<file path="config.mk">
export PLATFORM = sky130hd
export DESIGN_NAME = fft_serializer
export DESIGN_NICKNAME = d
export VERILOG_FILES = /design/src/rtl/fft_serializer.sv
export SDC_FILE = /design/constraint.sdc
export NUM_CORES = 1
export LEC_CHECK = 0
export BUFFER_PORTS_ARGS = -buffer_cell sky130_fd_sc_hd__buf_4
export CELL_PAD_IN_SITES_DETAIL_PLACEMENT = 0
export CELL_PAD_IN_SITES_GLOBAL_PLACEMENT = 1
export CORE_MARGIN = 1.5
export CORE_UTILIZATION = 40
export CTS_CLUSTER_SIZE = 8
export DETAILED_ROUTE_END_ITERATION = 10
export GPL_ROUTABILITY_DRIVEN = 0
export GPL_TIMING_DRIVEN = 0
export PLACE_DENSITY = 0.72
export SYNTH_ARGS = -nofsm -noshare
export SYNTH_HDL_FRONTEND = slang
export SYNTH_SLANG_ARGS = --single-unit
</file>
<file path="constraint.sdc">
create_clock -name clk -period 8.2 [get_ports clk]
set_input_delay 0.82 -clock clk [delete_from_list [all_inputs] [get_ports clk]]
set_output_delay 0.82 -clock clk [all_outputs]
set_load 0.01 [all_outputs]
</file>
<file path="src/rtl/fft_serializer.sv">
// fft_serializer
//   Parallel-to-serial converter for FFT result frames. A FRAME_WIDTH-bit
//   frame is accepted over a valid/ready input handshake, held in a local
//   register, and emitted as WORDS = FRAME_WIDTH/WORD_WIDTH words over a
//   valid/ready output stream. The least significant word goes first.
//   Back-to-back frames stream without a bubble: the next frame can be
//   accepted in the same cycle the last word of the current frame leaves.
//
// Ports
//   clk        system clock, rising-edge active
//   reset      asynchronous active-high reset
//   in_valid   in_frame carries a frame to load
//   in_ready   serializer can accept a frame this cycle (depends on out_ready)
//   in_frame   parallel input frame
//   out_ready  downstream accepts out_word this cycle
//   out_valid  out_word is valid
//   out_word   current serial word
//   out_last   high with the final word of a frame
module fft_serializer #(
  parameter int WORD_WIDTH  = 16,
  parameter int FRAME_WIDTH = 256
) (
  input  logic                   clk,
  input  logic                   reset,
  input  logic                   in_valid,
  output logic                   in_ready,
  input  logic [FRAME_WIDTH-1:0] in_frame,
  input  logic                   out_ready,
  output logic                   out_valid,
  output logic [WORD_WIDTH-1:0]  out_word,
  output logic                   out_last
);

  localparam int WORDS = FRAME_WIDTH / WORD_WIDTH;
  localparam int CW    = (WORDS > 1) ? $clog2(WORDS) : 1;
  localparam logic [CW-1:0] LAST_IDX = CW'(WORDS - 1);

  // The frame must split into a whole number of words, and into at least two.
  generate
    if ((FRAME_WIDTH % WORD_WIDTH) != 0 || WORDS < 2) begin : g_bad_params
      $error("fft_serializer: FRAME_WIDTH must be a multiple of WORD_WIDTH with at least 2 words");
    end
  endgenerate

  typedef enum logic {
    IDLE = 1'b0,
    SEND = 1'b1
  } state_t;

  state_t                 state_q, state_d;
  logic [CW-1:0]          count_q, count_d;
  logic [FRAME_WIDTH-1:0] hold_q,  hold_d;

  logic inXfer;
  logic outXfer;
  logic isLast;

  // Slice the holding register into words so the output is a plain mux
  // indexed by the word counter.
  logic [WORD_WIDTH-1:0] wordSel [WORDS];

  for (genvar g = 0; g < WORDS; g++) begin : g_words
    assign wordSel[g] = hold_q[g*WORD_WIDTH +: WORD_WIDTH];
  end

  // Outputs come only from registered state; out_ready never reaches them.
  assign isLast    = (count_q == LAST_IDX);
  assign out_valid = (state_q == SEND);
  assign out_last  = (state_q == SEND) && isLast;
  assign out_word  = (state_q == SEND) ? wordSel[count_q] : '0;

  // Ready to load when idle, or when the final word is leaving this very
  // cycle, which is what allows gap-free back-to-back frames.
  assign in_ready = (state_q == IDLE) || (isLast && out_ready);

  assign inXfer  = in_valid && in_ready;
  assign outXfer = out_valid && out_ready;

  // State, counter and holding register update. A stalled output simply
  // keeps everything as it is.
  always_ff @(posedge clk or posedge reset) begin
    if (reset) begin
      state_q <= IDLE;
      count_q <= '0;
      hold_q  <= '0;
    end else begin
      state_q <= state_d;
      count_q <= count_d;
      hold_q  <= hold_d;
    end
  end

  // Next-state logic. In SEND, the last-word transfer either reloads a new
  // frame (staying in SEND) or returns to IDLE.
  always_comb begin
    state_d = state_q;
    count_d = count_q;
    hold_d  = hold_q;
    unique case (state_q)
      IDLE: begin
        if (inXfer) begin
          hold_d  = in_frame;
          count_d = '0;
          state_d = SEND;
        end
      end
      SEND: begin
        if (outXfer) begin
          if (!isLast) begin
            count_d = count_q + CW'(1);
          end else if (inXfer) begin
            hold_d  = in_frame;
            count_d = '0;
          end else begin
            count_d = '0;
            state_d = IDLE;
          end
        end
      end
      default: begin
        state_d = IDLE;
        count_d = '0;
      end
    endcase
  end

endmodule

</file>
# Word level (Yosys, flattened, before mapping)
# Cells that the tools add are included.
# W data, S select, Z words.
# totals
reg_bits	261
inputBits	260
elab_cells	34
output_inout_bits	19
# classes
n_reduce_logical	7
magnitude_cmp	1
n_mux	16
bitwise_logic	2
eq_ne	4
addsub	1
# ops
cell	n
$mux W256	3
$pmux W256 S2	1
$bmux W16 S4	1
$mux W16	3
$mux W4	3
$pmux W4 S2	1
$ge A5 B5 Y1 const B	1
$not A4 Y5	1
$add A4 B1 Y4 const B	1
$eq A4 B4 Y1 const B	1
$logic_and A1 B1 Y1	4
$ne A2 B1 Y1 const B	2
$reduce_and A2 Y1	2
$mux W1	3
$ne A2 B2 Y1 const B	1
$pmux W1 S2	1
$logic_or A1 B1 Y1	1
$not A1 Y1	1

# Depth between registers and ports, before layout
# Gate-level depths: netlist (run 1).
# depth
ltp_word	8
depth_mapped	6
depth_no_buf	5

# Worst setup path after synthesis (run 1)
# Ideal clock, no wire load.
# synth_path
kind	flip-flop to output port
start	reg count_q[2]
end	out out_word[6]
slack_ps	5688
required_time_ps	7380
arrival_ps	1692
stages_incl_launch_ff	6
n_path_buf	2
cell_sequence	dfrtp_1 buf_2 buf_1 mux4_1 a22o_1 a221o_1
# synth_between
elab_chain_len	5
# synth_rtl
item	line_no	text
start, declared	51	logic [CW-1:0] count_q, count_d;
start signal, assigned	88	count_q <= count_d;
$not A4 Y5 (not written as such)	70	assign out_word = (state_q == SEND) ? wordSel[count_q] : '0;
$bmux W16 S4	70	
$mux W16 (not written as such) (2 in series)	70	
$mux W16	70	
end, declared	30	output logic [WORD_WIDTH-1:0] out_word,
# Every way passes these cells. The select of a mux whose other input is x is not followed.

# Worst setup path in the final report (run 1)
# Same ends and word-level chain as after synthesis.

==> run metrics, run 1 <==
hold slack=between 0.3 and 0.4 ns; fin. max-slew vios=0; synth unique cells=32; Starting Density=0.408; total grt overflow=0; worst-path fanout max=10; pwr dens=approximately 380 nW/um^2; yosys warns=0; Max Clk Rate=264 MHz; cts repair resizes=0; Worst Setup Start Kind=register; Hold Path Class=in -> async; drt pass-1 iters=4; Vias/cell=roughly 5.3; TritonCTS Buffers=38; metal2 WL=16.4 mm; Global Route Usage Sum=0.231; Max-slew headroom=0.419; synthesized flop and latch total=between 200 and 300; Leak Pwr=6.98 nW; Sw Ratio=0.306; top sig layer=met5; Die Wd=about 170 um; area grow syn2layout=31.1%; Place WS=4.84 ns; DR vias=roughly 7400; multi-input gate area in the final layout=4870 um^2; Cells after Synth=~700; Setup WS post-layout=around 4.4 ns; H-tree depth=2; Final setup violation count=0; Req. time, crit path=~7.4 ns; num rows=62; Reg clk slew, reported paths=~0.050 ns; Iter 0 DRT Violations=roughly 430; Post-Route M1 WL=roughly 14 mm; Seq/Total Area, Yosys=0.555; status=completed; Yosys top cell by area=dfrtp_1; syn_area_per_cell=around 17 um^2; Psw=1.79 mW; most frequent cells in the layout=buf_4, dfrtp_1, mux2_2; Post-Synth XOR/XNOR Area=0; Max Cap Viol=0; metal3 WL=around 3.3 mm; Die ar.=about 30000 um^2; Max rail drop VDD=roughly 0.17 mV; fraction of the mapped netlist area in simple logic gates=0.00786; post-synthesis adder-cell area fraction=0.00106; final routed DRC violation total=0; final period utilization=0.462; Die Height=between 150 and 200 um; Post-CTS Setup Bufs=0; largest family of logic cells by synthesized area=multiplexers; Final Hold Fails=0; fin crit period=roughly 3.8 ns; largest cells by area after synthesis=dfrtp_1, mux2_2, mux4_2, mux4_1, buf_4; Compound-Gate Fraction of Synth Area=0.0289; I/O pin count=around 280; clock root buffer=clkbuf_16; CP Capture Type=output pin; Power Internal=4.07 mW; critical path type=reg -> out; Worst-Skew Late Latency=0.51 ns; vias in the first global route=between 8000 and 9000; worst clock skew=between 0.007 and 0.008 ns; crit path DAT=about 3.0 ns; pin count of the biggest net entering global routing=around 110; Final HPWL DP=25.8 mm; Port Buffer Count=~280; Seq pwr share=0.379; wirelength, routed=34.4 mm; hold-fix buffers at CTS=0; NumNets Final=roughly 1300; synthesized cell area=around 12000 um^2; slew at the pin closest to its max-slew limit=0.872 ns; TNS Setup=0 ns; Final ANT Viol Nets=0; first-pass GRT wire length=just over 50 mm; mux contribution to synthesized area=0.376; Sink Count=261; core area=about 29000 um^2; fillers=2462; CTS tree=done; wire per inst=about 24 um; initial antenna violation count=3; fraction of layout cells with a size suffix above 1=0.657; clock share of power=0.239; register area=~6500 um^2; unrepaired setup endpoints after global routing=false; most common cell after layout, fill and taps aside=buf_4; Clock Path Buffers=3; Synthesized Nets=960; share of the synthesized area in the top cell type=0.555; Comb pwr share=0.383
[cell usage after synthesis]
| cell | n |
|---|---|
| ha_1 | 1 |
| buf_2 | 14 |
| buf_8 | 1 |
| o211ai_1 | 1 |
| a221o_1 | 14 |
| inv_1 | 3 |
| mux2_2 | 256 |
| nor2_1 | 3 |
| mux4_1 | 14 |
| nor3b_1 | 1 |
| and2_1 | 1 |
| o22ai_1 | 2 |
| and3_1 | 2 |
| dfrtp_1 | 261 |
| nand3_1 | 4 |
| o21bai_1 | 1 |
| buf_4 | 24 |
| buf_6 | 1 |
| nand2b_1 | 2 |
| nand2_1 | 2 |
| mux4_2 | 50 |
| nand4_1 | 1 |
| a32o_1 | 2 |
| buf_12 | 2 |
| a22o_1 | 14 |
| a21boi_1 | 1 |
| a21boi_0 | 1 |
| and3b_1 | 1 |
| mux2i_1 | 5 |
| o21ai_0 | 3 |
| buf_1 | 4 |
| clkbuf_1 | 7 |
[critical path: stages (launching register included)]
cell and delay [ns]:
dfrtp_1 0.38, buf_2 0.30, buf_1 0.62, mux4_1 0.49, a22o_1 0.24, a221o_1 0.26, buf_4 0.16
[routing by layer]
metal  track usage  vias to the layer above
li1              -                     3287
met1         0.307                     3833
met2         0.371                      277
met3        0.0750                       40
met4        0.0516                        4
met5             0                        -
[layout make-up]
type,count,area share
multi-input cells,382,0.316
clock inverters,1,0.000324
flip-flops and latches,261,0.423
repair buffers,280,0.139
plain buffers,53,0.0232
diodes,1,0.000162
inverters,3,0.00122
clock buffers,41,0.0665
well taps,384,0.0311
[through the flow]
step,cells,util,power (mW),cell area [um^2]
after CTS,1405,0.535,5.94,15400
after floorplan,699,-,3.63,11800
after global placement,1361,0.497,4.46,14300
after detailed placement,1363,0.499,4.52,14400
final,1406,0.535,5.87,15400
after global routing,1405,0.535,6.17,15400
[path summary, 6_finish.rpt]
| path | start | to | slack [ns] | cells past startpoint |
|---|---|---|---|---|
| max in group asynchronous | reset | hold_q[198] | 6.89 | 3 |
| setup / recovery | count_q[2] | out_word[6] | 4.41 | 6 |
| hold / removal | reset | hold_q[146] | 0.37 | 2 |
| setup reg to reg | count_q[0] | hold_q[130] | 5.95 | 6 |
| hold reg to reg | hold_q[54] | hold_q[54] | 0.50 | 1 |
| min in group clk | hold_q[54] | hold_q[54] | 0.50 | 1 |
[cells by family after synthesis]
group | after synthesis
DFF | 261
muxes | 325
AOI/OAI and AO/OA | 39
adders and majority gates | 1
buffers and inverters | 56
and+or+nand+nor | 17
[power groups by stage]
| stage | clock network [mW] | logic, mW | registers (mW) |
|---|---|---|---|
| after floorplan | 0 | 1.50 | 2.13 |
| after global placement | 0 | 2.23 | 2.23 |
| after detailed placement | 0 | 2.28 | 2.24 |
| after CTS | 1.43 | 2.28 | 2.22 |
| after global routing | 1.49 | 2.38 | 2.30 |
| final | 1.40 | 2.25 | 2.22 |
[registers in the layout (all words and copies together), names as in the netlist]
signal and flops:
count_q 4, hold_q 256, out_valid 1
(Power assumes the default switching activity.)
==> run 2: changes to the inputs <==
--- a/config.mk
+++ b/config.mk
@@ -5,11 +5,12 @@
 export SDC_FILE = /design/constraint.sdc
 export NUM_CORES = 1
 export LEC_CHECK = 0
+export ABC_AREA = 1
 export BUFFER_PORTS_ARGS = -buffer_cell sky130_fd_sc_hd__buf_4
 export CELL_PAD_IN_SITES_DETAIL_PLACEMENT = 0
 export CELL_PAD_IN_SITES_GLOBAL_PLACEMENT = 1
 export CORE_MARGIN = 1.5
-export CORE_UTILIZATION = 40
+export CORE_UTILIZATION = 36
 export CTS_CLUSTER_SIZE = 8
 export DETAILED_ROUTE_END_ITERATION = 10
 export GPL_ROUTABILITY_DRIVEN = 0
==> constraint.sdc (replaced) <==
create_clock -name clk -period 3.1 [get_ports clk]
set_input_delay 0.31 -clock clk [delete_from_list [all_inputs] [get_ports clk]]
set_output_delay 0.31 -clock clk [all_outputs]
set_load 0.01 [all_outputs]
==> run metrics, run 2 <==
status=completed; worst-path fanout max=10; TNS Setup=0 ns; placed cell area=approximately 16000 um^2; first-pass GRT wire length=about 70 mm; pwr dens=between 800 and 900 nW/um^2; largest cells by area after synthesis=dfrtp_1, nand2_1, a21oi_2, nor2_1, nand3_1; max reg flops=~260; final routed DRC violation total=0; drt pass-1 iters=5; Die Height=around 200 um; Biggest register=hold_q; fin area=about 17000 um^2; Max-slew headroom=0.509; unrepaired setup endpoints after global routing=true; most common cell after layout, fill and taps aside=nand2_1; most frequent cells in the layout=nand2_1, nor2_1, buf_4; DR vias=between 10000 and 15000; Iter 0 DRT Violations=~590; top_reg_cell synth=dfrtp_1; Max Cap Viol=0; share of the synthesized area in the top cell type=0.488; CTS tree=done; wirelength, routed=45.8 mm; Post-CTS Setup Bufs=0; total grt overflow=0; pin count of the biggest net entering global routing=between 40 and 50; worst clock skew=0.0163 ns; fraction of layout cells with a size suffix above 1=0.250; worst path cell trace=buf_2 > inv_2 > clkbuf_1 > nand2_1 > nand3_1 > nand3_1 > nand3_1 > a21oi_1 > buf_4; placed cell count=around 2500; Final ANT Viol Nets=0; Ant. Diodes=0; critical path type=reg -> out; area grow syn2layout=28.9%; final period utilization=0.963; TritonCTS Buffers=38; Clock Path Buffers=3; Final setup violation count=0; H-tree depth=2; I/O pin count=between 200 and 300; Req. time, crit path=~2.8 ns; synth unique cells=23; Crit path top cell by count=nand3_1; Yosys top cell by area=dfrtp_1; Port Buffer Count=~280; synthesized flop and latch total=about 260; Final Hold Fails=0; total power=around 14 mW; Seq/Total Area, Yosys=0.488; Setup WS post-layout=0.113 ns; worst stage delay on the critical path=0.52 ns; clock root buffer=clkbuf_16; Place WS=between 0.4 and 0.5 ns; final cell count without fillers=around 2600; synthesized cell area=between 10000 and 15000 um^2; Max rail drop VDD=between 0.3 and 0.4 mV; Sink Count=about 260; hold slack=0.0347 ns; initial antenna violation count=1; NumNets Final=~2300; Reg clk slew, reported paths=0.05 ns; Die ar.=between 30000 and 40000 um^2; FFs w/ async S/R, synth=1.00; Max Clk Rate=approximately 330 MHz; Global Route Usage Sum=0.239; core area=between 30000 and 40000 um^2; Die Wd=roughly 200 um; Hold Path Class=in -> reg; yosys warns=0; crit path DAT=between 2 and 3 ns; CP max stage cell=clkbuf_1; Starting Density=0.366; Leak Pwr=slightly above 9 nW; slew at the pin closest to its max-slew limit=between 0.7 and 0.8 ns; fin crit period=roughly 3 ns; Cells after Synth=around 1800; wire per inst=between 15 and 20 um; Vias/cell=around 4.7; Synthesized Nets=between 2000 and 2500; top-count cell post-synth=nand2_1; vias in the first global route=~12000; Post-Route Utilization=0.472; Post-synth EDFFs=0; Worst Setup Start Kind=register; Final HPWL DP=around 36 mm; Synth top cells by count=nand2_1, nor2_1, dfrtp_1; syn_area_per_cell=7.62 um^2; CP Capture Type=output pin; fin. max-slew vios=0; Worst-Skew Late Latency=slightly above 0.5 ns; num rows=70
[run 2: changes by cell type in the layout (fill, tap and decap cells not counted), moves of 17 or more]
cell	delta
a21oi_1	+94
a21oi_2	+140
buf_4	-22
buf_6	+17
clkbuf_1	+50
inv_1	+231
mux2_2	-256
mux4_2	-50
nand2_1	+421
nand3_1	+173
nor2_1	+297
[run 2: kinds of logic (layout without fill, tap and decap cells)]
| family | Yosys count | after routing | share of synthesized area |
|---|---|---|---|
| DFF | 261 | 261 | 0.488 |
| AOI/OAI and AO/OA | 237 | 237 | 0.128 |
| and+or+nand+nor | 907 | 907 | 0.272 |
| buffers and inverters | 350 | 678 | 0.111 |
| xor gates and xnor gates | 1 | 1 | 0.000654 |
| adders and majority gates | 1 | 1 | 0.000934 |
[run 2: critical path, delay by kind of cell (launching register included)]
kind	cells	cell delay [ns]
AOI/OAI and AO/OA	1	0.15
and+or+nand+nor	4	0.53
DFF	1	0.38
buffers and inverters	4	1.10
[run 2: layout make-up]
cell class	instances	area, um^2
inverter	241	913
multi-input combinational	1146	5380
sequential	261	6530
tap	468	586
fill	3814	19300
timing repair buffer	285	2230
clock buffer	43	1040
buffer	109	588
[run 2: final timing paths]
kind | startpoint | to | slack, ns | cells past startpoint
setup / recovery | count_q[0] | out_word[11] | 0.11 | 9
hold / removal | in_frame[45] | hold_q[45] | 0.03 | 3
setup reg to reg | count_q[1] | hold_q[238] | 0.83 | 10
hold reg to reg | hold_q[36] | hold_q[36] | 0.47 | 2
max in group asynchronous | reset | hold_q[114] | 1.79 | 5
min in group asynchronous | reset | hold_q[79] | 0.44 | 3
[run 2: power breakdown]
| part | leakage [nW] | switching (mW) | total [mW] | internal, mW |
|---|---|---|---|---|
| registers | 2.69 | 0.295 | 4.61 | 4.32 |
| logic | 5.95 | 4.01 | 6.10 | 2.10 |
| clock network | 0.514 | 1.42 | 3.75 | 2.33 |
[run 2: layer usage]
metal  track usage  vias to the layer above  wire length [um]
met5             0                        -                13
met4        0.0698                        2              1240
met3        0.0359                       79              2170
met2         0.407                      319             22100
met1         0.316                     5518             20200
li1              -                     6033                 -
[run 2: repair_timing]
action | in CTS | in global routing
setup endpoints to repair | 12 | 10
gates resized for setup | 2 | 13
endpoints found under the hold margin | 21 | 0
cloned | 0 | 0
hold buffers | 1 | 0
pin swaps | 0 | 0
==> run 3: changes to the inputs <==
==> constraint.sdc (replaced) <==
create_clock -name clk -period 3.1 [get_ports clk]
set_input_delay 0.62 -clock clk [delete_from_list [all_inputs] [get_ports clk]]
set_output_delay 0.62 -clock clk [all_outputs]
set_load 0.01 [all_outputs]
==> run metrics, run 3 (synthesized netlist as in run 2, its figures left out) <==
Starting Density=0.366; DR vias=roughly 12000; hold-fix buffers at CTS=0; max reg flops=256; Final Hold Fails=0; Reg2Reg Depth=10; hold slack=around 0.18 ns; Sink Count=around 260; critical path type=reg -> out; RR Startpoint=count_q[1]; clock root buffer=clkbuf_16; most common cell after layout, fill and taps aside=nand2_1; total grt overflow=0; Clock Path Buffers=3; I/O pin count=279; Max Cap Viol=0; vias in the first global route=12100; H-tree depth=2; final period utilization=0.974; CP Capture Type=output pin; Global Route Usage Sum=0.240; crit path launch=count_q[0]; cts repair resizes=36; Req. time, crit path=roughly 2.5 ns; CTS tree=done; Max Clk Rate=around 330 MHz; Die Wd=196 um; first-pass GRT wire length=69.4 mm; pwr dens=about 840 nW/um^2; fin crit period=just over 3 ns; Leak Pwr=slightly above 9 nW; Iter 0 DRT Violations=632; crit path DAT=2.40 ns; Final setup violation count=0; Biggest register=hold_q; most frequent cells in the layout=nand2_1, nor2_1, buf_4; multi-input gate area in the final layout=roughly 5400 um^2; Die Height=slightly below 200 um; fillers=between 3000 and 4000; num rows=70; Crit path top cell by count=nand3_1; total power=14.6 mW; final routed DRC violation total=0; fin. max-slew vios=0; Final ANT Viol Nets=0; NumNets Final=approximately 2300; worst clock skew=0.0137 ns; drt pass-1 iters=5; CP max stage cell=dfrtp_1; slew at the pin closest to its max-slew limit=0.710 ns; Ant. Diodes=0; fraction of layout cells with a size suffix above 1=0.267; CP Buf/Inv Count=4; worst-path fanout max=10; core area=roughly 37000 um^2; Worst Setup Start Kind=register; Vias/cell=~4.7; FF-to-FF setup slack=0.84 ns; Die ar.=between 30000 and 40000 um^2; Worst-Skew Late Latency=roughly 0.51 ns; TritonCTS Buffers=38; Final HPWL DP=~36 mm; status=completed; wirelength, routed=45.8 mm; R2R Path End=hold_q[238]; unrepaired setup endpoints after global routing=true; register area=6530 um^2; Max rail drop VDD=about 0.34 mV; wire per inst=around 18 um; Reg clk slew, reported paths=approximately 0.05 ns; area grow syn2layout=29.7%; worst stage delay on the critical path=0.38 ns; family with the most delay on the worst path=buffers and inverters; TNS Setup=0 ns; pin count of the biggest net entering global routing=between 40 and 50; Port Buffer Count=between 200 and 300; Post-CTS Setup Bufs=0; initial antenna violation count=1; Hold Path Class=in -> async; Max-slew headroom=0.527; worst path cell trace=buf_4 > buf_8 > clkbuf_2 > nand2_1 > nand3_1 > nand3_1 > nand3_1 > a21oi_2 > buf_4
[run 3: changes by cell type in the layout (fill, tap and decap cells not counted), moves of 3 or more]
cell,change
buf_1,-4
a21oi_2,+11
buf_4,+3
a21oi_1,-11
clkbuf_1,-17
clkbuf_4,+8
clkbuf_2,+9
[run 3: per-layer routing]
metal,GRT usage,vias up,routed length (um)
li1,-,6032,-
met1,0.317,5517,20200
met2,0.408,323,22200
met3,0.0358,78,2160
met4,0.0672,2,1210
met5,0,-,13
[run 3: how the worst max path moves through the flow]
stage                    to  slack [ns]  cells after the start
2_1_floorplan    count_q[0]       -0.96                      1
3_3_place_gp     hold_q[32]       -2.67                      2
3_5_place_dp   out_word[13]        0.18                      9
4_1_cts        out_word[13]       0.002                      9
5_1_grt        out_word[12]       -0.02                      9
6_report       out_word[10]        0.08                      9
[run 3: area by class of cell]
| cell class | instances | share of cell area |
|---|---|---|
| Buffer | 108 | 0.0372 |
| Clock buffer | 43 | 0.0601 |
| Inverter | 241 | 0.0529 |
| Multi-Input combinational cell | 1146 | 0.312 |
| Sequential cell | 261 | 0.376 |
| Tap cell | 468 | 0.0337 |
| Timing Repair Buffer | 284 | 0.128 |
[run 3: metrics by stage]
stage | cells | worst slack (ns) | util | instance area (um^2)
2_1_floorplan | 1757 | -0.962 | - | 13400
3_3_place_gp | 2502 | -2.67 | 0.439 | 16100
3_5_place_dp | 2509 | 0.178 | 0.443 | 16200
4_1_cts | 2551 | 0.00163 | 0.473 | 17300
5_1_grt | 2551 | -0.0202 | 0.475 | 17400
6_report | 2551 | 0.0821 | 0.475 | 17400
[run 3: where the power goes]
part	switching [mW]	internal (mW)	leakage, nW	total [mW]
Sequential	0.295	4.32	2.69	4.61
Combinational	4.05	2.22	6.02	6.27
Clock	1.42	2.33	0.514	3.74
